[src/rtl/osd_frame_scanner.sv]
// Raster-scan controller: requests a frame load from the pixel store, then walks
// row/column addresses and streams captured pixels over valid/ready with blanking.
module osd_frame_scanner #(
  parameter int WIDTH        = 640,
  parameter int HEIGHT       = 512,
  parameter int BPP          = 12,
  parameter int HBLANK       = 16,
  parameter int VBLANK       = 4,
  parameter int LOAD_TIMEOUT = 1024
) (
  input  logic                      clk,
  input  logic                      rstb,
  input  logic                      start,
  input  logic                      cont_mode,
  input  logic                      abort,
  output logic                      src_read,
  input  logic                      src_done,
  output logic [$clog2(HEIGHT):0]   src_row,
  output logic [$clog2(WIDTH):0]    src_col,
  input  logic [BPP-1:0]            src_data,
  output logic [BPP-1:0]            pix_data,
  output logic                      pix_valid,
  input  logic                      pix_ready,
  output logic                      pix_sof,
  output logic                      pix_eol,
  output logic                      busy,
  output logic                      load_err,
  output logic [15:0]               frame_cnt
);

  localparam int RW   = $clog2(HEIGHT) + 1;
  localparam int CW   = $clog2(WIDTH) + 1;
  localparam int TW   = (LOAD_TIMEOUT < 2) ? 1 : $clog2(LOAD_TIMEOUT);
  localparam int BMAX = (HBLANK > VBLANK) ? HBLANK : VBLANK;
  localparam int BW   = (BMAX < 2) ? 1 : $clog2(BMAX);

  typedef enum logic [2:0] {
    ST_IDLE,
    ST_LOAD,
    ST_ACTIVE,
    ST_HBLANK,
    ST_VBLANK
  } state_t;

  state_t          state_reg, state_next;
  logic [RW-1:0]   row_reg, row_next;
  logic [CW-1:0]   col_reg, col_next;
  logic [BPP-1:0]  data_reg, data_next;
  logic            valid_reg, valid_next;
  logic            sof_reg, sof_next;
  logic            eol_reg, eol_next;
  logic            read_reg, read_next;
  logic            err_reg, err_next;
  logic [15:0]     fcnt_reg, fcnt_next;
  logic [TW-1:0]   tmo_reg, tmo_next;
  logic [BW-1:0]   blank_reg, blank_next;
  logic            advance;
  logic            last_col;
  logic            last_row;
  logic            frame_done;

  assign advance  = !valid_reg || pix_ready;
  assign last_col = (col_reg == CW'(WIDTH - 1));
  assign last_row = (row_reg == RW'(HEIGHT - 1));

  always_ff @(posedge clk or negedge rstb) begin
    if (!rstb) begin
      state_reg <= ST_IDLE;
      row_reg   <= '0;
      col_reg   <= '0;
      data_reg  <= '0;
      valid_reg <= 1'b0;
      sof_reg   <= 1'b0;
      eol_reg   <= 1'b0;
      read_reg  <= 1'b0;
      err_reg   <= 1'b0;
      fcnt_reg  <= '0;
      tmo_reg   <= '0;
      blank_reg <= '0;
    end else begin
      state_reg <= state_next;
      row_reg   <= row_next;
      col_reg   <= col_next;
      data_reg  <= data_next;
      valid_reg <= valid_next;
      sof_reg   <= sof_next;
      eol_reg   <= eol_next;
      read_reg  <= read_next;
      err_reg   <= err_next;
      fcnt_reg  <= fcnt_next;
      tmo_reg   <= tmo_next;
      blank_reg <= blank_next;
    end
  end

  always_comb begin
    state_next = state_reg;
    row_next   = row_reg;
    col_next   = col_reg;
    data_next  = data_reg;
    valid_next = valid_reg;
    sof_next   = sof_reg;
    eol_next   = eol_reg;
    read_next  = 1'b0;
    err_next   = err_reg;
    fcnt_next  = fcnt_reg;
    tmo_next   = tmo_reg;
    blank_next = blank_reg;
    frame_done = 1'b0;

    if (abort) begin
      state_next = ST_IDLE;
      row_next   = '0;
      col_next   = '0;
      valid_next = 1'b0;
      sof_next   = 1'b0;
      eol_next   = 1'b0;
      tmo_next   = '0;
      blank_next = '0;
    end else begin
      // A pending pixel drains in any state; ACTIVE captures override this below.
      if (valid_reg && pix_ready) begin
        valid_next = 1'b0;
        sof_next   = 1'b0;
        eol_next   = 1'b0;
      end

      case (state_reg)
        ST_IDLE: begin
          if (start) begin
            state_next = ST_LOAD;
            err_next   = 1'b0;
            read_next  = 1'b1;
            tmo_next   = '0;
          end
        end
        ST_LOAD: begin
          if (src_done) begin
            state_next = ST_ACTIVE;
            row_next   = '0;
            col_next   = '0;
          end else if (tmo_reg == TW'(LOAD_TIMEOUT - 1)) begin
            err_next   = 1'b1;
            state_next = ST_IDLE;
          end else begin
            tmo_next = tmo_reg + TW'(1);
          end
        end
        ST_ACTIVE: begin
          if (advance) begin
            data_next  = src_data;
            valid_next = 1'b1;
            sof_next   = (row_reg == '0) && (col_reg == '0);
            eol_next   = last_col;
            if (!last_col) begin
              col_next = col_reg + CW'(1);
            end else begin
              col_next   = '0;
              blank_next = '0;
              if (!last_row) begin
                if (HBLANK == 0) row_next = row_reg + RW'(1);
                else             state_next = ST_HBLANK;
              end else if (VBLANK == 0) begin
                frame_done = 1'b1;
              end else begin
                state_next = ST_VBLANK;
              end
            end
          end
        end
        ST_HBLANK: begin
          if (blank_reg == BW'(HBLANK - 1)) begin
            row_next   = row_reg + RW'(1);
            state_next = ST_ACTIVE;
          end else begin
            blank_next = blank_reg + BW'(1);
          end
        end
        ST_VBLANK: begin
          if (blank_reg == BW'(VBLANK - 1)) frame_done = 1'b1;
          else                              blank_next = blank_reg + BW'(1);
        end
        default: state_next = ST_IDLE;
      endcase

      // cont_mode is only looked at here, i.e. at the very end of the frame.
      if (frame_done) begin
        fcnt_next = fcnt_reg + 16'd1;
        row_next  = '0;
        if (cont_mode) begin
          state_next = ST_LOAD;
          read_next  = 1'b1;
          tmo_next   = '0;
        end else begin
          state_next = ST_IDLE;
        end
      end
    end
  end

  assign src_read  = read_reg;
  assign src_row   = row_reg;
  assign src_col   = col_reg;
  assign pix_data  = data_reg;
  assign pix_valid = valid_reg;
  assign pix_sof   = sof_reg;
  assign pix_eol   = eol_reg;
  assign busy      = (state_reg != ST_IDLE);
  assign load_err  = err_reg;
  assign frame_cnt = fcnt_reg;

endmodule

[config.mk]
export PLATFORM = sky130hd
export DESIGN_NAME = osd_frame_scanner
export DESIGN_NICKNAME = d
export VERILOG_FILES = /design/src/rtl/osd_frame_scanner.sv
export SDC_FILE = /design/constraint.sdc
export NUM_CORES = 1
export LEC_CHECK = 0
export ABC_CLOCK_PERIOD_IN_PS = 1900
export CAP_MARGIN = 40
export CORE_ASPECT_RATIO = 1.1
export CORE_UTILIZATION = 49
export CTS_BUF_LIST = sky130_fd_sc_hd__clkbuf_8
export DETAILED_ROUTE_END_ITERATION = 6
export MAX_ROUTING_LAYER = met4
export PLACE_DENSITY = 0.79
export SYNTH_ARGS = -nofsm -noshare
export SYNTH_HDL_FRONTEND = slang
export SYNTH_SLANG_ARGS = --single-unit
[constraint.sdc]
create_clock -name clk -period 1.9 [get_ports clk]
set_input_delay 0.57 -clock clk [delete_from_list [all_inputs] [get_ports clk]]
set_output_delay 0.57 -clock clk [all_outputs]
set_load 0.03 [all_outputs]
[After elaboration in Yosys (flattened, before gate mapping)]
Index checks and enable logic that the tools add are counted.
Storage, ports and cells
  bits in registers: 71
  word-level logic and storage cells: 119
  input bits: 19
Cells by class
  equality and inequality tests: 24
  bitwise operators: 1
  muxes and demuxes: 58
  reductions and logical operators: 19
  add/sub/neg operators: 5
Operator list (number)
  $mux W10: 10
  $mux W11: 4
  $pmux W10 S2: 2
  $mux W3: 9
  $mux W1: 24
  $pmux W11 S2: 1
  $add A10 B1 Y10 const B: 2
  $mux W4: 5
  $ne A4 B4 Y1 const B: 5
  $ne A3 B3 Y1 const B: 6
  $add A16 B1 Y16 const B: 1
  $pmux W3 S5: 1
  $pmux W4 S3: 1
  $add A11 B1 Y11 const B: 1
  $eq A11 B10 Y1 const B: 1
  $logic_not A11 Y1: 1
  $eq A10 B10 Y1 const B: 1
  $eq A10 B9 Y1 const B: 1
  $logic_not A10 Y1: 1
  $reduce_and A5 Y1: 2
  $reduce_and A3 Y1: 3
  $reduce_bool A4 Y1: 2
  $eq A3 B2 Y1 const B: 2
  $ne A2 B2 Y1 const B: 3
  16 further kinds: 18

[Logic depth before layout (Yosys ltp)]
  depth in word-level cells: 7
  gate-level depth with buffers: 8

[Worst setup path after synthesis]
No wires, ideal clock.
  path kind: register to register
  start point: reg col_reg[7], in the netlist src_col[7]
  end point: reg state_reg[0]
  arrival: 2.129 ns
  path buffers: 1
  cell stages (with the launch flop): 7
  setup slack: -0.354 ns
  required time: 1.775 ns
  cell sequence: dfrtp_1 -> buf_6 -> or4b_4 -> nor4b_4 -> o22ai_1 -> nor2_1 -> mux2_2
Between the ends
  word-level cells in the longest chain between the ends: 3
Ends and longest elaborated chain
  from (decl): line 47  | logic [CW-1:0] col_reg, col_next;
  from (signal assigned): line 83  | col_reg <= col_next;
  $eq A11 B10 Y1: line 63  | assign last_col = (col_reg == CW'(WIDTH - 1));
  $ne A4 B4 Y1 (no source line)
  $reduce_and A6 Y1 (no source line)
  to (signal assigned): line 81  | state_reg <= state_next;
  to (decl): line 45  | state_t state_reg, state_next;
No other way between the ends.
A chain may end at the register's enable or synchronous reset.

[Worst setup path after layout]
  start point: reg blank_reg[1]
  end point: reg state_reg[0]
Between the ends
  word-level cells in the longest chain between the ends: 6
Ends and longest elaborated chain
  from (decl): line 56  | logic [BW-1:0] blank_reg, blank_next;
  from (signal assigned): line 92  | blank_reg <= blank_next;
  $eq A4 B2 Y1: line 180  | if (blank_reg == BW'(VBLANK - 1)) frame_done = 1'b1;
  $mux W1: line 180
  $mux W1: line 128  | case (state_reg)
  $mux W1: line 111  | if (abort) begin
  $ne A5 B5 Y1 (no source line), or another cell as far along
  $reduce_and A6 Y1 (no source line) / $mux W3 (equally long branches)
Parallel ways exist; a longest one is shown, timed or not. The select of a mux whose other input is x is not followed.

==> metrics.txt <==
# IOs 74; met1 wire length approximately 4300 um; CP startpoint kind register; Critical-path top delay cell or3b_4; clock slew at reported path FFs 0.08 ns; Syn Inst Count a little under 400; # hold bufs at CTS 0; die area roughly 8000 um2; setup ws final -0.134 ns; via/cell ratio slightly below 6; most frequent cells after synthesis 71 x dfrtp_1, 35 x nand2_1, 35 x nor2_1; DR DRC count 0; Final nets 572; Highest Signal Layer met4; synthesized cell area a little under 4000 um2; synth warn 0; max reg flops 16; FF-to-FF End state_reg[0]; vias in the first global route roughly 3,700; Final Util 0.749; die width between 80 and 90 um; Tmin final a little over 2 ns; placed inst area about 5200 um2; Setup TNS -0.962 ns; Power per Cell Area ~930 nW/um2; synth top area cells dfrtp_1 46%, o21ai_0 4.4%, mux2_2 4.1%; CTS sink count approximately 70; number of max-cap violations 0; dpl hpwl 7200 um; ANT nets after route 0; critical-path cell list ha_2, or3b_4, buf_6, nor3b_4, o22a_1, nor2_2, mux2_4; Slew @ Worst Pin approximately 0.5 ns; initial antenna violation count 0; most frequent cell after synthesis dfrtp_1; CTS Buffer Depth 2; Die Y ~95 um; RSZ-0062 raised after global routing yes; HP Class in2async; worst setup path class reg2reg; Period Utilization, post-route 1.07; CTS H-tree depth 3; row cnt 33; total core area roughly 7500 um2; max-slew violation count 0; drt pass-1 iters 5; first-pass GRT wire length 17,400 um; CP max stage delay 0.40 ns; GPL Wtd Cong about 0.90; Setup crit end kind register; TritonCTS clock tree yes; final hold vios 0; Setup violations, final 17; distinct cell type count after synthesis between 50 and 60; area grow syn2layout 46.5%; # port buffers 73; clock latency on the worst-skew pair between 0.3 and 0.4 ns; n_diodes 0; DRT iter0 DRCs about 280; register-to-register setup slack -0.13 ns; Seq/Total Area, Yosys 0.463; Yosys top cell by area dfrtp_1; R2R depth 7; Max Fclk roughly 500 MHz; post-synthesis net count ~420; final instance area roughly 5600 um2; Avg Inst Size Synth 9.72 um2; TritonCTS buffer count 9; WL/cell around 16 um; EDFF count, synth 0; Initial Util 0.511; largest net degree at the start of global routing between 70 and 80; Routed Wire Length ~11,000 um; status complete, but fails checks; GRT overflow 0; Post-synth top flop dfrtp_1; skew final around 0.010 ns; Crit path required time approximately 2.1 ns; met3 routed WL 525 um; FF+latch area about 1800 um2; Crit Path Max Fanout 3; area share of the largest cell type after synthesis 0.463; vias 3,804; failing checks negative setup slack; DP Worst Slack -0.510 ns; root buf cell clkbuf_8; Critical R2R Launch blank_reg[1]; metal2 WL 5560 um; max_slew headroom 0.662; layout cells sized above 1 0.305; Total GRT Usage 0.282; area of the multi-input gates ~2100 um2; asr flop ratio synth 1.00; Worst EP arrival around 2.3 ns; Pleak approximately 2.7 nW; # fillers 520; FF+latch count, synth between 70 and 80; Max IR drop VDD slightly below 700 uV
==> power breakdown <==
| part | total [mW] | internal, mW | switching (mW) | leakage, nW |
|---|---|---|---|---|
| clock network | 1.22 | 0.608 | 0.609 | 0.0974 |
| logic | 2.17 | 0.928 | 1.25 | 1.66 |
| registers | 1.82 | 1.71 | 0.111 | 0.949 |
==> worst max-delay path by stage <==
stage / start / to / slack [ns] / depth (start not counted)
floorplan: src_col[7] / state_reg[0] / -0.26 / 6
global placement: abort / state_reg[0] / -0.42 / 6
detailed placement: abort / src_col[7] / -0.51 / 5
CTS: state_reg[1] / busy / -0.16 / 2
global route: blank_reg[1] / state_reg[0] / -0.19 / 7
finish: blank_reg[1] / state_reg[0] / -0.13 / 7
==> critical path: cells and delay by family, from the launching register on <==
family,cells,cell delay [ns]
AOI/OAI and AO/OA,1,0.20
muxes,1,0.31
DFF,1,0.36
adders and majority gates,1,0.18
buffers and inverters,1,0.14
and+or+nand+nor,3,0.72
==> cells by family after synthesis <==
kind of cell | after synthesis | share of synthesized area
AOI/OAI and AO/OA | 101 | 0.176
xor gates and xnor gates | 16 | 0.0365
muxes | 14 | 0.0410
adders and majority gates | 7 | 0.0228
and+or+nand+nor | 155 | 0.219
DFF | 71 | 0.463
buffers and inverters | 31 | 0.0423
==> cell usage in the layout (no fill, tap or decap), types with 9 or more instances in the layout <==
cell type	Yosys	final
buf_4	1	75
mux2_2	14	12
a21oi_1	14	13
o21ai_0	34	13
inv_1	14	15
dlygate4sd2_1	0	55
nand3_1	18	18
clkdlybuf4s50_1	0	15
a31oi_1	12	10
nand4_1	12	12
clkbuf_8	0	9
dfrtp_1	71	65
o21ai_1	2	22
nand2_1	35	32
nor2_1	35	29
==> what timing repair did <==
action | 4_1_cts | 5_1_grt
gates resized for setup | 104 | 28
setup buffers | 8 | 2
setup endpoints to repair | 87 | 50
pin swaps | 26 | 13
cloned | 1 | 0
==> layout make-up <==
class                           instances  share of cell area
Tap cell                              105              0.0233
Multi-Input combinational cell        293               0.377
Sequential cell                        71               0.317
Timing Repair Buffer                  157               0.239
Inverter                               14             0.00934
Clock inverter                          7              0.0127
Clock buffer                            9              0.0220
==> metal layers <==
metal / up-vias / GRT usage
met4: 0 / 0.135
li1: 1759 / -
met3: 33 / 0.0507
met5: - / -
met2: 145 / 0.469
met1: 1867 / 0.331
==> stage by stage <==
step	power (mW)	hold slack [ns]	cells
detailed placement	3.92	0.472	630
finish	5.21	0.202	656
floorplan	3.07	0.274	395
global route	5.48	0.265	656
CTS	5.16	0.245	654
global placement	3.86	0.455	630
Power figures use the tool's default switching activity.
==> variant: new RTL, same settings <==
`BPP`: 12 -> 11.
--- a/src/rtl/osd_frame_scanner.sv
+++ b/src/rtl/osd_frame_scanner.sv
@@ -3,7 +3,7 @@
 module osd_frame_scanner #(
   parameter int WIDTH        = 640,
   parameter int HEIGHT       = 512,
-  parameter int BPP          = 12,
+  parameter int BPP          = 11,
   parameter int HBLANK       = 16,
   parameter int VBLANK       = 4,
   parameter int LOAD_TIMEOUT = 1024
Interface: changed (resized pix_data and src_data); port bits go from 74 to 72. No check against the original RTL was run, so the function may have changed too.
==> variant against the unedited design <==
- the flow finishes with violations (DRC, setup timing)
- first-iteration DRC count down 10%
- design area is 1.4% lower
- worst setup slack lost 0.016 ns
- sequential cell count down 1
- synthesized area down 3.6%
- total power decreased by 5.8%
- wire length increased by 1.3%
==> variant: results (changes against the unedited design) <==
| Metric | Value |
|---|---|
| Clock transition at path regs | `0.08 ns (about the same)` |
| Hpwl dp | `6800 µm (-5.5%)` |
| Critical-path top delay cell | `or4_1` |
| Max-slew violations | `0 (unchanged)` |
| Crit path largest cell delay | `0.48 ns (+0.08 ns)` |
| N_diodes | `0 (unchanged)` |
| # setup viols final | `13 (-4)` |
| Drt total wl | `10800 µm (+1.3%)` |
| Multi-input combinational cell area | `2140 µm² (+1.1%)` |
| Synthesized Nets | `402 (-4.5%)` |
| Placed Area | `5010 µm² (-3.6%)` |
| Drt pass-1 iters | `7 (+2)` |
| LEAKAGE | `2.59 nW (-4.2%)` |
| Worst hold path type | `primary input to async pin` |
| Worst Skew | `0.00967 ns (-0.000618 ns)` |
| Number of global-route vias before repair | `3384 (-9.7%)` |
| Synth top cells by count | `dfrtp_1 (70), nand2_1 (35), o21ai_0 (27)` |
| Insertion delay of the later-clocked pin in the worst-skew pair | `0.35 ns (about the same)` |
| First-pass GRT wire length | `16200 µm (-7.1%)` |
| Overall track demand over capacity in global routing | `26.4% (-1.8 points)` |
| Max FO, Critical Path | `5 (+2)` |
| Hold_ws | `0.217 ns (+0.0150 ns)` |
| Status | `finished with violations` |
| Fin cells | `614 (-6.4%)` |
| Failing checks | `DRC, setup timing` |
| Initial antenna violation count | `0 (unchanged)` |
| Port Buffers | `71 (-2.7%)` |
| DRC | `1 (+1)` |
| Vias | `3658 (-3.8%)` |
| CTS HTree Levels | `3 (unchanged)` |
| Post-CTS setup buffers | `4 (-4)` |
| Origin of the worst setup path | `state_reg[1]` |
| Syn Inst Count | `377 (-4.6%)` |
| CP arrival | `2.32 ns (+0.05 ns)` |
| R2R Path End | `src_row[5]` |
| Worst path top cell family by delay | `simple AND/OR/NAND/NOR gates` |
| Number of distinct library cells after synthesis | `61 (+13%)` |
| Least-Margin Pin Slew | `0.465 ns (-0.0423 ns)` |
| Fill cells | `457 (-12%)` |
| Post_cts resized | `62 (-40%)` |
| Num CTS Buffers | `9 (unchanged)` |
| Fin Setup TNS | `-0.528 ns (+0.435 ns)` |
| DR iter-0 viols | `248 (-10%)` |
| Synth Flop Type | `dfrtp_1` |
| Final WS setup | `-0.150 ns (-0.0158 ns)` |
| Yosys Warn Count | `0 (unchanged)` |
| Ranking of synthesized cells by area | `dfrtp_1 (47%), xnor2_1 (4.3%), mux2_2 (4.0%)` |
| Post-synth ARST share | `100% (unchanged)` |
| Seq/Total Area, Yosys | `47.3% (+1.0 points)` |
| R2R depth | `7 (unchanged)` |
| Gpl congestion | `0.897 (-0.61%)` |
| Share of cells above drive strength 1 | `31.6% (+1.1 points)` |
| Place WS | `-0.476 ns (+0.0340 ns)` |
| Number of flip-flops in the largest register | `16 (unchanged)` |
| Net count of the finished layout | `549 (-4.0%)` |
| Dpl cells | `582 (-7.6%)` |
| Endpoints failing hold | `0 (unchanged)` |
| Largest net degree at the start of global routing | `71 (-1.4%)` |
| Peak supply drop | `0.554 mV (-19%)` |
==> variant: cell types whose count changed in the layout (fill, tap and decap cells not counted), sizes merged, moves of 4 or more <==
cell / before / now
nand2b: 7 / 3
xnor2: 10 / 18
a211oi: 5 / 1
inv: 17 / 12
nor3: 10 / 15
o21ai: 36 / 28
nor4: 3 / 7
nor2: 35 / 26
buf: 86 / 79
nor3b: 1 / 6
o41ai: 5 / 0
==> variant: metal layers <==
| layer | vias to the layer above | global-route usage [%] | share of wire [%] |
|---|---|---|---|
| met1 | 1811 | 33.7 | 41 |
| met2 | 133 | 45.1 | 53 |
| met4 | 0 | 6.78 | 1.3 |
| li1 | 1697 | - | - |
| met3 | 17 | 3.00 | 4.4 |
| met5 | - | - | 0 |
==> variant: report_power, final <==
group          total, mW  switching (mW)  internal [mW]
clock               1.27           0.617          0.649
combinational       1.89            1.08          0.813
sequential          1.76          0.0994           1.66
total               4.91            1.79           3.12
==> variant: cell families (layout without fill, tap and decap cells) <==
group,after synthesis,count (layout),synth area share (%)
AOI/OAI and AO/OA,88,88,16.1
adders and majority gates,7,7,2.36
and+or+nand+nor,154,154,22.4
xor gates and xnor gates,21,21,4.96
buffers and inverters,24,176,3.01
muxes,13,13,3.95
DFF,70,70,47.3
==> variant: worst max-delay path by stage <==
stage                              end  depth (start not counted)
after detailed placement    src_row[5]                          6
after CTS                   src_row[5]                          7
after global routing        src_row[5]                          7
after global placement      src_col[9]                          6
final                       src_row[5]                          7
after floorplan           state_reg[0]                          5
==> variant: cell type report <==
type,count,area share [%]
Multi-Input combinational cell,283,38.7
Sequential cell,70,31.7
Timing Repair Buffer,148,23.1
Clock buffer,10,2.48
Tap cell,85,1.92
Clock inverter,6,1.24
Inverter,12,0.880
